$ cat config.mk
export PLATFORM = sky130hd
export DESIGN_NAME = ldm_stm_sequencer
export DESIGN_NICKNAME = d
export VERILOG_FILES = /design/src/rtl/proc_pkg.sv /design/src/rtl/lowest_set_bit.sv /design/src/rtl/ldm_stm_sequencer.sv
export SDC_FILE = /design/constraint.sdc
export NUM_CORES = 1
export LEC_CHECK = 0
export CAP_MARGIN = 40
export CORE_ASPECT_RATIO = 0.5
export CORE_UTILIZATION = 50
export DETAILED_ROUTE_END_ITERATION = 8
export PLACE_DENSITY = 0.83
export SLEW_MARGIN = 40
export SYNTH_ARGS = -nofsm -noshare
export SYNTH_HDL_FRONTEND = slang
export SYNTH_HIERARCHICAL = 1
export SYNTH_SLANG_ARGS = --single-unit
$ cat constraint.sdc
create_clock -name clk -period 4.2 [get_ports clk]
set_input_delay 0.84 -clock clk [delete_from_list [all_inputs] [get_ports clk]]
set_output_delay 0.84 -clock clk [all_outputs]
set_load 0.02 [all_outputs]
$ cat src/rtl/proc_pkg.sv
// Constants and state encoding shared by the datapath control blocks.
package proc_pkg;
  typedef enum logic [1:0] {S_IDLE, S_XFER, S_WBACK} seq_state_t;

  localparam int WORD_BYTES = 4;
  localparam int PC_IDX     = 15;
  localparam int NREG       = 16;
  localparam int RA_W       = 4;
endpackage

$ cat src/rtl/lowest_set_bit.sv
// Priority encoder: index of the lowest set bit in vec, plus a valid flag.
module lowest_set_bit #(
  parameter int N = 16,
  parameter int W = 4
) (
  input  logic [N-1:0] vec,
  output logic [W-1:0] idx,
  output logic         valid
);
  always_comb begin
    idx   = '0;
    valid = 1'b0;
    for (int i = N - 1; i >= 0; i--) begin
      if (vec[i]) begin
        idx   = W'(i);
        valid = 1'b1;
      end
    end
  end
endmodule

$ cat src/rtl/ldm_stm_sequencer.sv
// LDM/STM block-transfer sequencer: one register per cycle, then optional base writeback.
// state  | meaning
// IDLE   | waiting for start, all strobes low
// XFER   | servicing the lowest remaining register of the captured list
// WBACK  | single cycle writing the final base to rn (may be suppressed)
module ldm_stm_sequencer #(
  parameter int DATA_W = 32,
  parameter int NREG   = proc_pkg::NREG,
  parameter int RA_W   = proc_pkg::RA_W
) (
  input  logic              clk,
  input  logic              rst_n,
  input  logic              start,
  input  logic              is_load,
  input  logic              up,
  input  logic              pre,
  input  logic              wback,
  input  logic [RA_W-1:0]   rn,
  input  logic [DATA_W-1:0] base,
  input  logic [NREG-1:0]   reg_list,
  output logic [RA_W-1:0]   ra,
  input  logic [DATA_W-1:0] rd,
  output logic [RA_W-1:0]   wa,
  output logic              we,
  output logic [DATA_W-1:0] wd,
  output logic              pc_we,
  output logic [DATA_W-1:0] pc_wd,
  output logic [DATA_W-1:0] mem_addr,
  output logic              mem_we,
  output logic [DATA_W-1:0] mem_wdata,
  input  logic [DATA_W-1:0] mem_rdata,
  output logic              busy,
  output logic              done
);
  import proc_pkg::*;

  localparam int CNT_W = $clog2(NREG + 1);
  localparam logic [DATA_W-1:0] STEP = DATA_W'(WORD_BYTES);

  seq_state_t        state_q, state_d;
  logic [NREG-1:0]   list_q;
  logic [DATA_W-1:0] addr_q, final_q;
  logic              is_load_q, wback_q, wr_base_q;
  logic [RA_W-1:0]   rn_q;

  logic [CNT_W-1:0]  n_cnt;
  logic [DATA_W-1:0] span, first_addr, final_addr;
  logic [RA_W-1:0]   cur_idx;
  logic              cur_valid;
  logic [NREG-1:0]   rest;

  always_comb begin
    n_cnt = '0;
    for (int i = 0; i < NREG; i++) n_cnt = n_cnt + CNT_W'(reg_list[i]);
  end

  assign span = DATA_W'(n_cnt) * STEP;

  always_comb begin
    if (up) first_addr = pre ? base + STEP : base;
    else    first_addr = pre ? base - span : base - span + STEP;
    final_addr = up ? base + span : base - span;
  end

  lowest_set_bit #(.N(NREG), .W(RA_W)) u_lsb (
    .vec   (list_q),
    .idx   (cur_idx),
    .valid (cur_valid)
  );

  assign rest = list_q & ~(NREG'(1) << cur_idx);

  always_ff @(posedge clk or negedge rst_n) begin
    if (!rst_n) state_q <= S_IDLE;
    else        state_q <= state_d;
  end

  always_ff @(posedge clk or negedge rst_n) begin
    if (!rst_n) begin
      list_q    <= '0;
      addr_q    <= '0;
      final_q   <= '0;
      is_load_q <= 1'b0;
      wback_q   <= 1'b0;
      wr_base_q <= 1'b0;
      rn_q      <= '0;
    end else if (state_q == S_IDLE && start) begin
      list_q    <= reg_list;
      addr_q    <= first_addr;
      final_q   <= final_addr;
      is_load_q <= is_load;
      wback_q   <= wback;
      // A loaded base register keeps its loaded value rather than the writeback.
      wr_base_q <= wback && !(is_load && reg_list[rn]);
      rn_q      <= rn;
    end else if (state_q == S_XFER) begin
      list_q <= rest;
      addr_q <= addr_q + STEP;
    end
  end

  always_comb begin
    state_d   = state_q;
    ra        = '0;
    wa        = '0;
    we        = 1'b0;
    wd        = '0;
    pc_we     = 1'b0;
    pc_wd     = '0;
    mem_addr  = '0;
    mem_we    = 1'b0;
    mem_wdata = '0;
    busy      = 1'b0;
    done      = 1'b0;
    case (state_q)
      S_IDLE: begin
        if (start) state_d = (reg_list != '0) ? S_XFER : S_WBACK;
      end
      S_XFER: begin
        busy     = 1'b1;
        mem_addr = addr_q;
        if (cur_valid) begin
          if (!is_load_q) begin
            ra        = cur_idx;
            mem_we    = 1'b1;
            mem_wdata = rd;
          end else if (cur_idx == RA_W'(PC_IDX)) begin
            pc_we = 1'b1;
            pc_wd = mem_rdata;
          end else begin
            we = 1'b1;
            wa = cur_idx;
            wd = mem_rdata;
          end
        end
        if (rest == '0) begin
          state_d = wback_q ? S_WBACK : S_IDLE;
          done    = !wback_q;
        end
      end
      S_WBACK: begin
        busy    = 1'b1;
        done    = 1'b1;
        state_d = S_IDLE;
        if (wr_base_q) begin
          we = 1'b1;
          wa = rn_q;
          wd = final_q;
        end
      end
      default: state_d = S_IDLE;
    endcase
  end
endmodule

=== After elaboration in Yosys (flattened, before gate mapping) ===
Cells that the tools add are included.

* Memory bits (read-only): 0
* Bits in writable memories: 0
* Bits in registers: 89
* Bits of input ports: 123
* Output and inout bits: 141
* Memories kept: 0
* Latch bits: 0
* Word-level logic and storage cells: 131

* Shift operators: 1
* Div/mod/pow operators: 0
* Multiply operators: 0
* Order comparisons: 1
* Mux-type cells: 83
* Add/subtract/negate cells: 20
* Reduce and logical (&&, ||, !) cells: 11
* Equality and inequality tests: 5
* Bitwise logic cells: 2

{| class="wikitable"
|+ Operators by type and width
! cell !! number
|-
| $mux 32 || 18
|-
| $add 32x3->32 const B || 3
|-
| $mux 4 || 23
|-
| $pmux 32 s2 || 1
|-
| $add 5x1->5 || 11
|-
| $add 32x7->32 || 1
|-
| $mux 16 || 2
|-
| $sub 32x7->32 || 1
|-
| $mux 1 || 30
|-
| $and 16x16->16 || 1
|-
| $logic_not 16->1 || 1
|-
| $not 16->16 || 1
|-
| $reduce_bool 16->1 || 1
|-
| $shl 1x4->16 const A || 1
|-
| $mux 2 || 4
|-
| $pmux 4 s2 || 1
|-
| $add 4x1->5 || 1
|-
| $lt 4x5->1 const B || 1
|-
| $add 3x1->4 || 1
|-
| $bmux 1 s4 || 1
|-
| $eq 4x4->1 const B || 1
|-
| $pmux 1 s2 || 2
|-
| $pmux 2 s2 || 1
|-
| $add 2x1->3 || 1
|-
| other kinds (11) || 14
|}

=== Longest topological paths before layout ===
* Depth in word-level cells: 22
* Gate-level depth with buffers: 26
* Depth with buffers taken out: 24

=== Cells and area by module ===
The synthesis kept the hierarchy.

{| class="wikitable"
|+ Modules (own cells, without submodules)
! module !! times used !! cells each !! area an instance (um2)
|-
| ldm_stm_sequencer || 1 || 1,209 || 9,340.2
|-
| lowest_set_bit || 1 || 33 || 178.9
|}

=== Least setup slack after synthesis ===
No wires, ideal clock.

* Kind: input-to-reg
* Start: in reg_list[0]
* End: reg addr_q[27]
* Stages: 21
* Buffers on the path: 1
* Arrival: 6,182 ps
* Slack: -2,112 ps
* Required time: 4,070 ps
* Setup time: 130 ps
* Cell sequence: inv_1 -> fa_1 -> fa_1 -> fa_1 -> fa_1 -> inv_1 -> ha_1 -> fa_1 -> xor2_1 -> ha_1 -> buf_4 -> nor2_1 -> o311a_1 -> or4_1 -> and2_4 -> nor3_4 -> nand4_1 -> o211a_1 -> o31ai_2 -> xor2_1 -> o21ai_1

* Longest elaborated chain between the ends: 20

{| class="wikitable"
|+ Ends and longest elaborated chain
! item !! line !! text
|-
| from (decl) || ldm_stm_sequencer.sv:20 || <nowiki>input logic [NREG-1:0] reg_list,</nowiki>
|-
| $add 1x1->2 * || ldm_stm_sequencer.sv:54 || <nowiki>for (int i = 0; i < NREG; i++) n_cnt = n_cnt + CNT_W'(reg_list[i]);</nowiki>
|-
| $add 2x1->3 * || ldm_stm_sequencer.sv:54 ||
|-
| $add 3x1->4 * || ldm_stm_sequencer.sv:54 ||
|-
| $add 4x1->5 * || ldm_stm_sequencer.sv:54 ||
|-
| $add 5x1->5 * (11 in series) || ldm_stm_sequencer.sv:54 ||
|-
| $sub 32x7->32 * || ldm_stm_sequencer.sv:61 || <nowiki>else first_addr = pre ? base - span : base - span + STEP;</nowiki>
|-
| $add 32x3->32 || ldm_stm_sequencer.sv:61 ||
|-
| $mux 32 * || ldm_stm_sequencer.sv:61 ||
|-
| $mux 32 * || ldm_stm_sequencer.sv:60 || <nowiki>if (up) first_addr = pre ? base + STEP : base;</nowiki>
|-
| $mux 32 * || ldm_stm_sequencer.sv:87 || <nowiki>end else if (state_q == S_IDLE && start) begin</nowiki>
|-
| to (signal assigned) || ldm_stm_sequencer.sv:89 || <nowiki>addr_q <= first_addr;</nowiki>
|-
| to (signal assigned) || ldm_stm_sequencer.sv:98 || <nowiki>addr_q <= addr_q + STEP;</nowiki>
|-
| to (decl) || ldm_stm_sequencer.sv:42 || <nowiki>logic [DATA_W-1:0] addr_q, final_q;</nowiki>
|}

Every way passes the cells marked *; elsewhere a longest branch is shown, timed or not.
A chain may end at the register's enable or synchronous reset.

=== Worst setup path in the final report ===
* Start: in reg_list[0]
* End: reg addr_q[13]

Same word-level chain as after synthesis.

==> results.md <==
* Antenna violations before repair at 0
* Min Hold Slack at around 470 ps
* Mapped Avg Cell Area at between 7 and 8 um^2
* Vias in the first global route at approximately 11000
* Psw at a little under 0.005 W
* Fin crit period at 6470 ps
* Type of the worst min-delay path: flip-flop to flip-flop
* Residual DRC at 0
* Combinational Power Share at 75.0%
* Die height at 99.6 um
* Failing checks: negative setup slack
* Starting DRT DRC Count at 1585
* Total die area at ~20000 um^2
* Most common cell after layout, fill and taps aside: clkdlybuf4s50_1
* Max-Cap Viols at 0
* Pleak at about 6.5 nW
* VDD IR max at about 1.3 mV
* Crit path capture type: flip-flop
* Dpl cell area at 13900 um^2
* Area grow syn2layout at 63.8%
* RSZ-0062 raised after global routing: true
* Detailed Place HPWL at 30000 um
* Crit start category: input pin
* Pwr Density at roughly 650 nW/um^2
* EDFF count, synth at 0
* Clock skew at 10.1 ps
* Design Area, Final at around 16000 um^2
* Core area at 18500 um^2
* Primary FF master, synth: dfrtp_1
* Hold-fix buffers, CTS at 0
* Sw frac at 47.6%
* Port Buf Inserts at 263
* Placer's final routability congestion estimate at 0.965
* Total CTS buffers at 9
* First-pass GRT wire length at 62200 um
* N_diodes at 0
* Routed WL at ~44000 um
* Max_slew headroom at slightly below 40%
* Ys Warns at 6
* CTS clk-pin slew, worst paths at 70 ps
* Row Count at 35
* Setup Crit Path Kind: input pin to flip-flop
* Total GRT Usage at 41.0%
* Synth async-reset ratio at 100%
* Fin worst setup slack at -2270 ps
* Die span in x at around 200 um
* # setup viols final at 58
* H-tree depth at 3
* CP max FO at 7
* Routed wire per std cell at around 23 um
* Seq/Total Area, Yosys at 23.4%
* Crit path DAT at 6700 ps
* Fin. Hold Viols at 0
* Final period utilization at 154%
* Clock Power Share at roughly 8%
* Mapped Area at 9520 um^2
* CTS Buffer Depth at 2
* Pins Over Slew Limit at 0
* Via density at 6.20
* Remaining global-route overflow at 0
* CP Data Required Time at 4420 ps
* Layout cell share with drive strength beyond 1 at between 20% and 30%
* First-pass iteration count of the detailed router at 6
* Clk_lat worst skew at about 350 ps
* CTS Sinks at 89
* Worst-Margin Slew at 899 ps
* Synth Register Bits at 89
* Synth unique cells at 87
* Vias at about 12000
* Setup TNS at -101190 ps
* Post-Synthesis Cells at 1242
* CTS tree: yes
* Pre-CTS WS at -2960 ps
* Status: finished with violations
* Ports at 264
* Syn_nets at 1400
* Initial Util at 51.4%
* Clk root buf: clkbuf_16
* P_int at ~0.0053 W
* DRT antenna net count at 0
* Sequential share of power at about 17%
* Commonest cells after routing, fill and taps aside: clkdlybuf4s50_1 (236), buf_4 (207), nand2_1 (148), and2_1 (108), dfrtp_1 (89)
* Maximum clock frequency at 0.155 GHz
* Final nets at 1830
* Fillcell total at 1093
* Largest net degree at the start of global routing at around 80
what timing repair did:
item                                    CTS  global route
buffers inserted                         32            24
gates resized for setup                 156           108
gates cloned                              0             0
hold endpoints to repair                  0             0
endpoints found under the setup margin   98            88
pin swaps                                76            81
stage by stage:
stage	total power, W	util (%)	cells
2_1_floorplan	0.00499	-	1242
3_3_place_gp	0.00725	75.3	1874
3_5_place_dp	0.00744	75.3	1874
4_1_cts	0.00913	80.6	1915
5_1_grt	0.0105	84.2	1936
6_report	0.0102	84.2	1936
final timing paths:
kind | from | end | slack [ps] | depth (start not counted)
hold reg to reg | addr_q[0] | addr_q[0] | 470 | 2
max in group asynchronous | rst_n | addr_q[9] | 2910 | 2
hold / removal | addr_q[0] | addr_q[0] | 470 | 2
setup reg to reg | list_q[15] | state_q[0] | 1200 | 16
setup / recovery | reg_list[0] | addr_q[13] | -2270 | 27
min in group asynchronous | rst_n | addr_q[21] | 510 | 1
flip-flops by register name (all words and copies together) (netlist names):
signal	count
addr_q	32
final_q	32
list_q	16
rn_q	4
state_q	2
is_load_q	1
wback_q	1
wr_base_q	1
power groups by stage:
stage | Clock (W) | Sequential, W | Combinational (W)
4_1_cts | 0.000818 | 0.00169 | 0.00662
5_1_grt | 0.000854 | 0.00176 | 0.00790
2_1_floorplan | 0 | 0.00156 | 0.00343
6_report | 0.000816 | 0.00172 | 0.00762
3_3_place_gp | 0 | 0.00168 | 0.00557
3_5_place_dp | 0 | 0.00170 | 0.00573
layout make-up:
class,instances,area [um^2],area share (%)
Clock inverter,7,70.1,0.449
Clock buffer,9,225,1.44
Timing Repair Buffer,504,4620,29.6
Sequential cell,89,2230,14.3
Multi-Input combinational cell,1022,7940,50.9
Tap cell,259,324,2.08
Inverter,46,193,1.24
layer usage:
layer	GRT usage, %	share of wire [%]
met4	14.3	5.3
met5	0	0
met3	9.60	11
met2	66.6	45
met1	53.8	38
logic make-up after synthesis:
logic type / synth area share, %
and+or+nand+nor: 33.6
AOI/OAI and AO/OA: 18.0
buffers and inverters: 5.57
xor gates and xnor gates: 11.5
DFF: 23.4
adders and majority gates: 5.55
muxes: 2.38
synth_stat cells, drive strengths merged, types with 5 or more instances:
library cell | count | share of area [%]
a21o | 7 | 0.55
a21oi | 42 | 2.2
a22oi | 38 | 3.0
a31oi | 6 | 0.39
and2 | 112 | 7.4
and3 | 21 | 1.4
buf | 19 | 1.1
clkbuf | 66 | 2.6
dfrtp | 89 | 23
fa | 12 | 2.5
ha | 23 | 3.0
inv | 45 | 1.8
mux2i | 8 | 0.84
mux4 | 6 | 1.4
nand2 | 159 | 6.3
nand2b | 11 | 0.72
nand3 | 40 | 2.2
nand3b | 9 | 0.75
nand4 | 19 | 1.3
nor2 | 68 | 2.8
nor2b | 46 | 3.0
nor3 | 27 | 1.7
nor3b | 5 | 0.39
nor4 | 24 | 2.2
o211ai | 27 | 2.3
o21ai | 99 | 5.3
o22ai | 12 | 0.79
o31ai | 8 | 0.74
or2 | 9 | 0.59
or3 | 11 | 0.78
or4 | 8 | 0.71
xnor2 | 72 | 6.6
xor2 | 53 | 4.9
critical path, stage by stage:
cell	delay (ps)
buf_8	80
inv_4	40
fa_1	590
fa_2	220
inv_1	50
fa_1	520
inv_2	50
fa_1	570
inv_2	50
ha_1	280
a21o_1	200
a21oi_2	150
buf_4	160
xnor2_2	160
inv_2	130
ha_4	220
o311a_4	370
o31ai_1	690
a22oi_2	240
nand3b_1	180
buf_4	130
buf_6	110
nor4_4	40
o21ai_1	160
o21ai_1	110
xnor2_1	240
o21ai_1	90
Note: power is estimated with default switching activity, not from simulation.
